### src/rtl/drawing_pkg.sv
// Shared constants and FSM encoding for the drawing-module datapath blocks.
package drawing_pkg;
  localparam int SPRITE_SIZE = 20;
  localparam int COLOR_W     = 9;
  localparam int ADDR_W      = 14;
  localparam int IDX_W       = 5;
  localparam int COORD_W     = 10;

  localparam logic [COLOR_W-1:0] TRANSPARENT = 9'h1FF;

  typedef enum logic [2:0] {
    ST_WAIT = 3'd0,
    ST_ADDR = 3'd1,
    ST_READ = 3'd2,
    ST_SHOW = 3'd3,
    ST_GAP  = 3'd4
  } fetch_state_t;
endpackage

### src/rtl/sprite_pixel_fetch_if.sv
// Sprite-memory read bus: registered address out, synchronous-read data back.
interface sprite_pixel_fetch_if;
  import drawing_pkg::*;

  logic [ADDR_W-1:0]  mem_addr;
  logic [COLOR_W-1:0] mem_data;

  modport master (output mem_addr, input mem_data);
  modport slave  (input mem_addr, output mem_data);
endinterface

### src/rtl/sprite_addr_calc.sv
// Combinational sprite hit test and sprite-memory address (idx*400 + dy*20 + dx).
module sprite_addr_calc
  import drawing_pkg::*;
(
  input  logic [COORD_W-1:0] pixel_x,
  input  logic [COORD_W-1:0] pixel_y,
  input  logic [COORD_W-1:0] sprite_x,
  input  logic [COORD_W-1:0] sprite_y,
  input  logic [IDX_W-1:0]   sprite_idx,
  input  logic               sprite_en,
  output logic               in_box,
  output logic [ADDR_W-1:0]  addr
);
  logic [COORD_W-1:0] dx;
  logic [COORD_W-1:0] dy;
  logic [ADDR_W-1:0]  idx_ext;
  logic [ADDR_W-1:0]  dx_ext;
  logic [ADDR_W-1:0]  dy_ext;
  logic [ADDR_W-1:0]  base;
  logic [ADDR_W-1:0]  row;

  assign dx = pixel_x - sprite_x;
  assign dy = pixel_y - sprite_y;

  assign idx_ext = ADDR_W'(sprite_idx);
  assign dx_ext  = ADDR_W'(dx);
  assign dy_ext  = ADDR_W'(dy);

  // 400 = 256 + 128 + 16, 20 = 16 + 4
  assign base = (idx_ext << 8) + (idx_ext << 7) + (idx_ext << 4);
  assign row  = (dy_ext << 4) + (dy_ext << 2);
  assign addr = base + row + dx_ext;

  // The >= terms stop an unsigned wrap of dx/dy from looking like a hit.
  assign in_box = sprite_en
                  && (pixel_x >= sprite_x) && (pixel_y >= sprite_y)
                  && (dx < COORD_W'(SPRITE_SIZE)) && (dy < COORD_W'(SPRITE_SIZE));
endmodule

### src/rtl/sprite_pixel_fetch.sv
// Sprite pixel fetch: follows the two-phase refresh strobes, fetches the sprite
// colour and registers the final pixel; flags strobe-sequence violations.
//
// state | meaning
// WAIT  | idle after reset or after a protocol violation
// ADDR  | first data cycle, sample coordinates and compute address
// READ  | second data cycle, memory address stable
// SHOW  | vga cycle, memory data valid, colour chosen at end of cycle
// GAP   | idle between pixels, waiting for next data strobe
module sprite_pixel_fetch
  import drawing_pkg::*;
(
  input  logic                 clk,
  input  logic                 reset,
  input  logic                 refresh_data_in,
  input  logic                 refresh_vga_in,
  input  logic [COORD_W-1:0]   pixel_x,
  input  logic [COORD_W-1:0]   pixel_y,
  input  logic                 video_on,
  input  logic [COORD_W-1:0]   sprite_x,
  input  logic [COORD_W-1:0]   sprite_y,
  input  logic [IDX_W-1:0]     sprite_idx,
  input  logic                 sprite_en,
  input  logic [COLOR_W-1:0]   bg_color,
  sprite_pixel_fetch_if.master mem,
  output logic [COLOR_W-1:0]   rgb_out,
  output logic                 protocol_error
);
  fetch_state_t       state;
  logic               in_box;
  logic [ADDR_W-1:0]  addr_calc;
  logic               in_box_q;
  logic               video_on_q;
  logic [COLOR_W-1:0] bg_q;
  logic [COLOR_W-1:0] shade;
  logic               data_only;
  logic               vga_only;
  logic               idle;

  sprite_addr_calc u_addr_calc (
    .pixel_x    (pixel_x),
    .pixel_y    (pixel_y),
    .sprite_x   (sprite_x),
    .sprite_y   (sprite_y),
    .sprite_idx (sprite_idx),
    .sprite_en  (sprite_en),
    .in_box     (in_box),
    .addr       (addr_calc)
  );

  assign data_only = refresh_data_in & ~refresh_vga_in;
  assign vga_only  = ~refresh_data_in & refresh_vga_in;
  assign idle      = ~refresh_data_in & ~refresh_vga_in;

  always_comb begin
    shade = mem.mem_data;
    if (!video_on_q)
      shade = '0;
    else if (!in_box_q || (mem.mem_data == TRANSPARENT))
      shade = bg_q;
  end

  always_ff @(posedge clk or negedge reset) begin
    if (!reset) begin
      state          <= ST_WAIT;
      mem.mem_addr   <= '0;
      in_box_q       <= 1'b0;
      video_on_q     <= 1'b0;
      bg_q           <= '0;
      rgb_out        <= '0;
      protocol_error <= 1'b0;
    end else begin
      case (state)
        ST_WAIT: begin
          if (data_only) begin
            state <= ST_ADDR;
          end else if (!idle) begin
            protocol_error <= 1'b1;
            state          <= ST_WAIT;
          end
        end
        ST_ADDR: begin
          if (data_only) begin
            state      <= ST_READ;
            in_box_q   <= in_box;
            video_on_q <= video_on;
            bg_q       <= bg_color;
            if (in_box)
              mem.mem_addr <= addr_calc;
          end else begin
            protocol_error <= 1'b1;
            state          <= ST_WAIT;
          end
        end
        ST_READ: begin
          if (vga_only) begin
            state <= ST_SHOW;
          end else begin
            protocol_error <= 1'b1;
            state          <= ST_WAIT;
          end
        end
        ST_SHOW: begin
          if (idle) begin
            state   <= ST_GAP;
            rgb_out <= shade;
          end else begin
            protocol_error <= 1'b1;
            state          <= ST_WAIT;
          end
        end
        ST_GAP: begin
          if (data_only) begin
            state <= ST_ADDR;
          end else if (!idle) begin
            protocol_error <= 1'b1;
            state          <= ST_WAIT;
          end
        end
        default: state <= ST_WAIT;
      endcase
    end
  end
endmodule

### src/flat_wrapper.sv
// flat-port wrapper written by rule: the top's interface ports become plain ports
module sprite_pixel_fetch_flat import drawing_pkg::*;
  (clk, reset, refresh_data_in, refresh_vga_in, pixel_x, pixel_y, video_on, sprite_x, sprite_y, sprite_idx, sprite_en, bg_color, rgb_out, protocol_error, mem_mem_addr, mem_mem_data);
  sprite_pixel_fetch_if mem_i ();
  input  logic clk;
  input  logic reset;
  input  logic refresh_data_in;
  input  logic refresh_vga_in;
  input  logic [COORD_W-1:0] pixel_x;
  input  logic [COORD_W-1:0] pixel_y;
  input  logic video_on;
  input  logic [COORD_W-1:0] sprite_x;
  input  logic [COORD_W-1:0] sprite_y;
  input  logic [IDX_W-1:0] sprite_idx;
  input  logic sprite_en;
  input  logic [COLOR_W-1:0] bg_color;
  output logic [COLOR_W-1:0] rgb_out;
  output logic protocol_error;
  output wire logic [$bits(mem_i.mem_addr)-1:0] mem_mem_addr;
  input wire logic [$bits(mem_i.mem_data)-1:0] mem_mem_data;
  assign mem_mem_addr = mem_i.mem_addr;
  assign mem_i.mem_data = mem_mem_data;
  sprite_pixel_fetch u_core (.clk(clk), .reset(reset), .refresh_data_in(refresh_data_in), .refresh_vga_in(refresh_vga_in), .pixel_x(pixel_x), .pixel_y(pixel_y), .video_on(video_on), .sprite_x(sprite_x), .sprite_y(sprite_y), .sprite_idx(sprite_idx), .sprite_en(sprite_en), .bg_color(bg_color), .mem(mem_i), .rgb_out(rgb_out), .protocol_error(protocol_error));
endmodule
### config.mk
export PLATFORM = sky130hd
export DESIGN_NAME = sprite_pixel_fetch_flat
export DESIGN_NICKNAME = d
export VERILOG_FILES = /design/src/rtl/drawing_pkg.sv /design/src/rtl/sprite_pixel_fetch_if.sv /design/src/rtl/sprite_addr_calc.sv /design/src/rtl/sprite_pixel_fetch.sv /design/src/flat_wrapper.sv
export SDC_FILE = /design/constraint.sdc
export NUM_CORES = 1
export LEC_CHECK = 0
export BUFFER_PORTS_ARGS = -buffer_cell sky130_fd_sc_hd__buf_2
export CAP_MARGIN = 10
export CORE_MARGIN = 2
export CORE_UTILIZATION = 31
export DETAILED_ROUTE_END_ITERATION = 6
export SLEW_MARGIN = 5
export SYNTH_ARGS = -nofsm -noshare
export SYNTH_HDL_FRONTEND = slang
export SYNTH_SLANG_ARGS = --single-unit
export TNS_END_PERCENT = 50
### constraint.sdc
create_clock -name clk -period 2.3 [get_ports clk]
set_input_delay 0.115 -clock clk [delete_from_list [all_inputs] [get_ports clk]]
set_output_delay 0.115 -clock clk [all_outputs]
set_load 0.02 [all_outputs]
==> results.cfg <==
[outcome]
outcome = complete, but fails checks
violations = setup timing

[cells_and_area]
fin_nets = 729
antennaDiodeCount = 0
finalInstanceArea_sq_mm = 0.00581
area.growth.synth_to_final_pct = 49.8
fillCellCount = 1127
final_cell_mix = 88 x buf_2, 85 x buf_4, 68 x inv_1
final_common_cell = buf_2
layout-drive-gt1-share_pct = 46.7

[global_routing]
track_usage_pct = 14.1
grt-busiest-layer = met2
grt_start_max_net_pins = 39
antenna_found_initial = 0
grt.met1_usage_pct = 19.5
grt.met3_usage_pct = 1.52
grt_pass1_vias = 3573
grt_util_met2_pct = 23.9
grt_pass1_wl_um = 15600
grt_overflow = 0

[routing]
drt_first_pass_iters = 4
vias = 3497
ant_nets = 0
wl_per_cell_um = 11.9
totalWireLength_um = 9130
drt_iter0_drc = 180
vias_per_cell = 4.57
drc = 0

[critical_path]
crit_path_end_kind = flop
worstPathArrival_ps = 4200
critPathKind = in -> reg
critPathMaxStageDelay_ps = 550
cpMaxStageDelayCell = fa_1
critical_path.cell_chain = buf_8 > inv_12 > ha_4 > fa_2 > nor2b_4 > o31a_1 > buf_4 > o21ba_2 > xor2_1 > fa_1 > inv_1 > fa_1 > inv_1 > fa_1 > ha_4 > o21ai_2 > a21boi_2 > o21ai_2 > nor2b_4 > xnor2_1 > mux2_4
path_common_cell = fa_1
worst_setup_path_start_kind = primary input
worst-path-max-fanout = 3
crit_required_ps = 2460

[logic_synthesis]
syn_nets = 545
ys_ff_latch = 38
synth_top_area_share_pct = 24.5
synth_top_area_cell = dfrtp_1
synth_flop_cell = dfrtp_1
avgSynthCellArea_sq_um = 9.41
synth_cell_type_count = 61
netlist_top_cells_area = dfrtp_1 25%, ha_1 13%, fa_1 12%, inv_1 7.7%, mux2_2 4.6%
syn_inst = 412
ys_seq_area_share_pct = 24.5
async_reset_ff_share_pct = 100
synth_edf_count = 0
synth_area_sq_mm = 0.00388
ys_warn_count = 0

[floorplanning]
start_util_pct = 32.0
core_sq_mm = 0.0121
num_rows = 40
die_h_um = 116
io-pin-count = 93
die_w_um = 116
die_area_sq_mm = 0.0134

[sta]
fmax_ghz = 0.248
setup_viol = 14
worstMarginPinSlew_ps = 821
min_period_over_period_pct = 176
period_minus_slack_ps = 4040
slew_viol_final = 0
worst_slack_ps = -1740
fin_skew_ps = 3.64
holdWs_ps = 69.6
hold_viol_final = 0
max-slew-margin-rel_pct = 45.2
tns_ps = -13790
rsz0062_at_grt = yes

[pwr]
p_per_area_mw_per_mm2 = 949
p_sw_share_pct = 36.0
combPwrFrac_pct = 70.1
totalPowerFinal_mw = 5.51
clockPowerShare_pct = 16.1
p_sw_mw = 1.99
ir_worst_vdd_mv = 0.521
total_leakage_power_nw = 2.99
p_seq_share_pct = 13.8
p_int_mw = 3.52

[min_path]
hold_class = in -> reg

[placed_design]
dp_hpwl_um = 7580
placed_area_sq_mm = 0.00529
place_congestion = 0.870
io_buffers = 92
post-place-ws_ps = -2190

[clocking]
clk_pin_slew_worst_paths_ps = 60
cts_tree = done
worstSkewPairLatency_ps = 280
cts_root_buffer = clkbuf_16
max-clock-path-buffers = 2
h-tree-depth = 2
clock_sinks = 38
cts_made_buffers = 5

[job]
drv_cap = 0
==> worst max-delay path: cells and delay by family <==
family,cells,cell delay (ps)
XOR/XNOR,2,280
AO/OA/AOI/OAI,5,810
buffers and inverters,5,390
multiplexers,1,250
AND/OR/NAND/NOR,2,180
adder cells (fa/ha/maj),6,2190
==> power groups by stage <==
stage	combinational (mW)	sequential [mW]	clock [mW]
after floorplan	2.14	0.774	0
after global placement	3.14	0.771	0
after detailed placement	3.20	0.773	0
after CTS	3.50	0.761	0.902
after global routing	4.40	0.768	0.941
final	3.86	0.761	0.885
==> metal layers <==
| metal | vias to the layer above | wire length, um |
|---|---|---|
| li1 | 1781 | - |
| met1 | 1604 | 4450 |
| met2 | 101 | 4070 |
| met3 | 11 | 483 |
| met4 | 0 | 114 |
| met5 | - | 0 |
==> state kept, by name, indices dropped and copies added (netlist names) <==
name,count
u_core.protocol_error,1
u_core.rgb_out,9
u_core.state,3
u_core.mem.mem_addr,14
u_core.bg_q,9
u_core.in_box_q,1
u_core.video_on_q,1
==> worst paths after layout <==
kind                                          startpoint                                  end  slack, ps  cells past startpoint
max in group asynchronous                          reset          u_core.in_box_q$_DFFE_PN0P_       1310                      2
min reg2reg                u_core.rgb_out[7]$_DFFE_PN0P_        u_core.rgb_out[7]$_DFFE_PN0P_        470                      2
min in group asynchronous                          reset    u_core.protocol_error$_DFFE_PN0P_        470                      2
max                                           pixel_x[0]  u_core.mem.mem_addr[11]$_DFFE_PN0P_      -1740                     21
min                                          bg_color[0]           u_core.bg_q[0]$_DFFE_PN0P_         70                      2
max reg2reg                  u_core.state[1]$_DFFE_PN0P_   u_core.mem.mem_addr[4]$_DFFE_PN0P_          0                      9
==> stage by stage <==
stage                     instances  utilization [%]
after detailed placement        744             43.7
after global placement          744             43.7
final                           765             47.9
after CTS                       759             46.4
after floorplan                 412                -
after global routing            765             47.9
==> kinds of logic after synthesis <==
| family | share of synthesized area, % |
|---|---|
| compound gates | 14.1 |
| flops | 24.5 |
| mux | 9.81 |
| buf+inv | 8.84 |
| fa+ha+maj | 25.1 |
| simple gates | 13.5 |
| xor+xnor | 4.07 |
==> cell usage after synthesis, types with 4 or more instances <==
library cell / instances
nor2_1: 18
fa_1: 23
inv_1: 80
ha_1: 41
nor3_1: 8
nor4_1: 4
nand3_1: 7
o211ai_1: 4
o21ai_0: 19
mux2i_1: 11
xor2_1: 6
mux2_4: 6
dfrtp_1: 38
a21o_1: 5
a21oi_1: 17
mux2_2: 16
nor2b_1: 5
or3_1: 7
nand2_1: 20
xnor2_1: 12
==> timing repair <==
item                                    CTS  global route
setup buffers                             7             6
pin swaps                                19            26
endpoints found under the setup margin   15            15
resized for setup                        18            31
hold buffers                              1             0
endpoints found under the hold margin    38             0
==> area by class of cell <==
type                    count  area [sq um]  area share (%)
well taps                 168           210            3.62
clock buffers               5           125            2.15
clock inverters             3          68.8            1.19
flip-flops and latches     38           951            16.4
multi-input cells         287          2910            50.2
repair buffers            184          1220            21.0
inverters                  80           320            5.52
No activity file was read; power rests on OpenSTA's default activity.
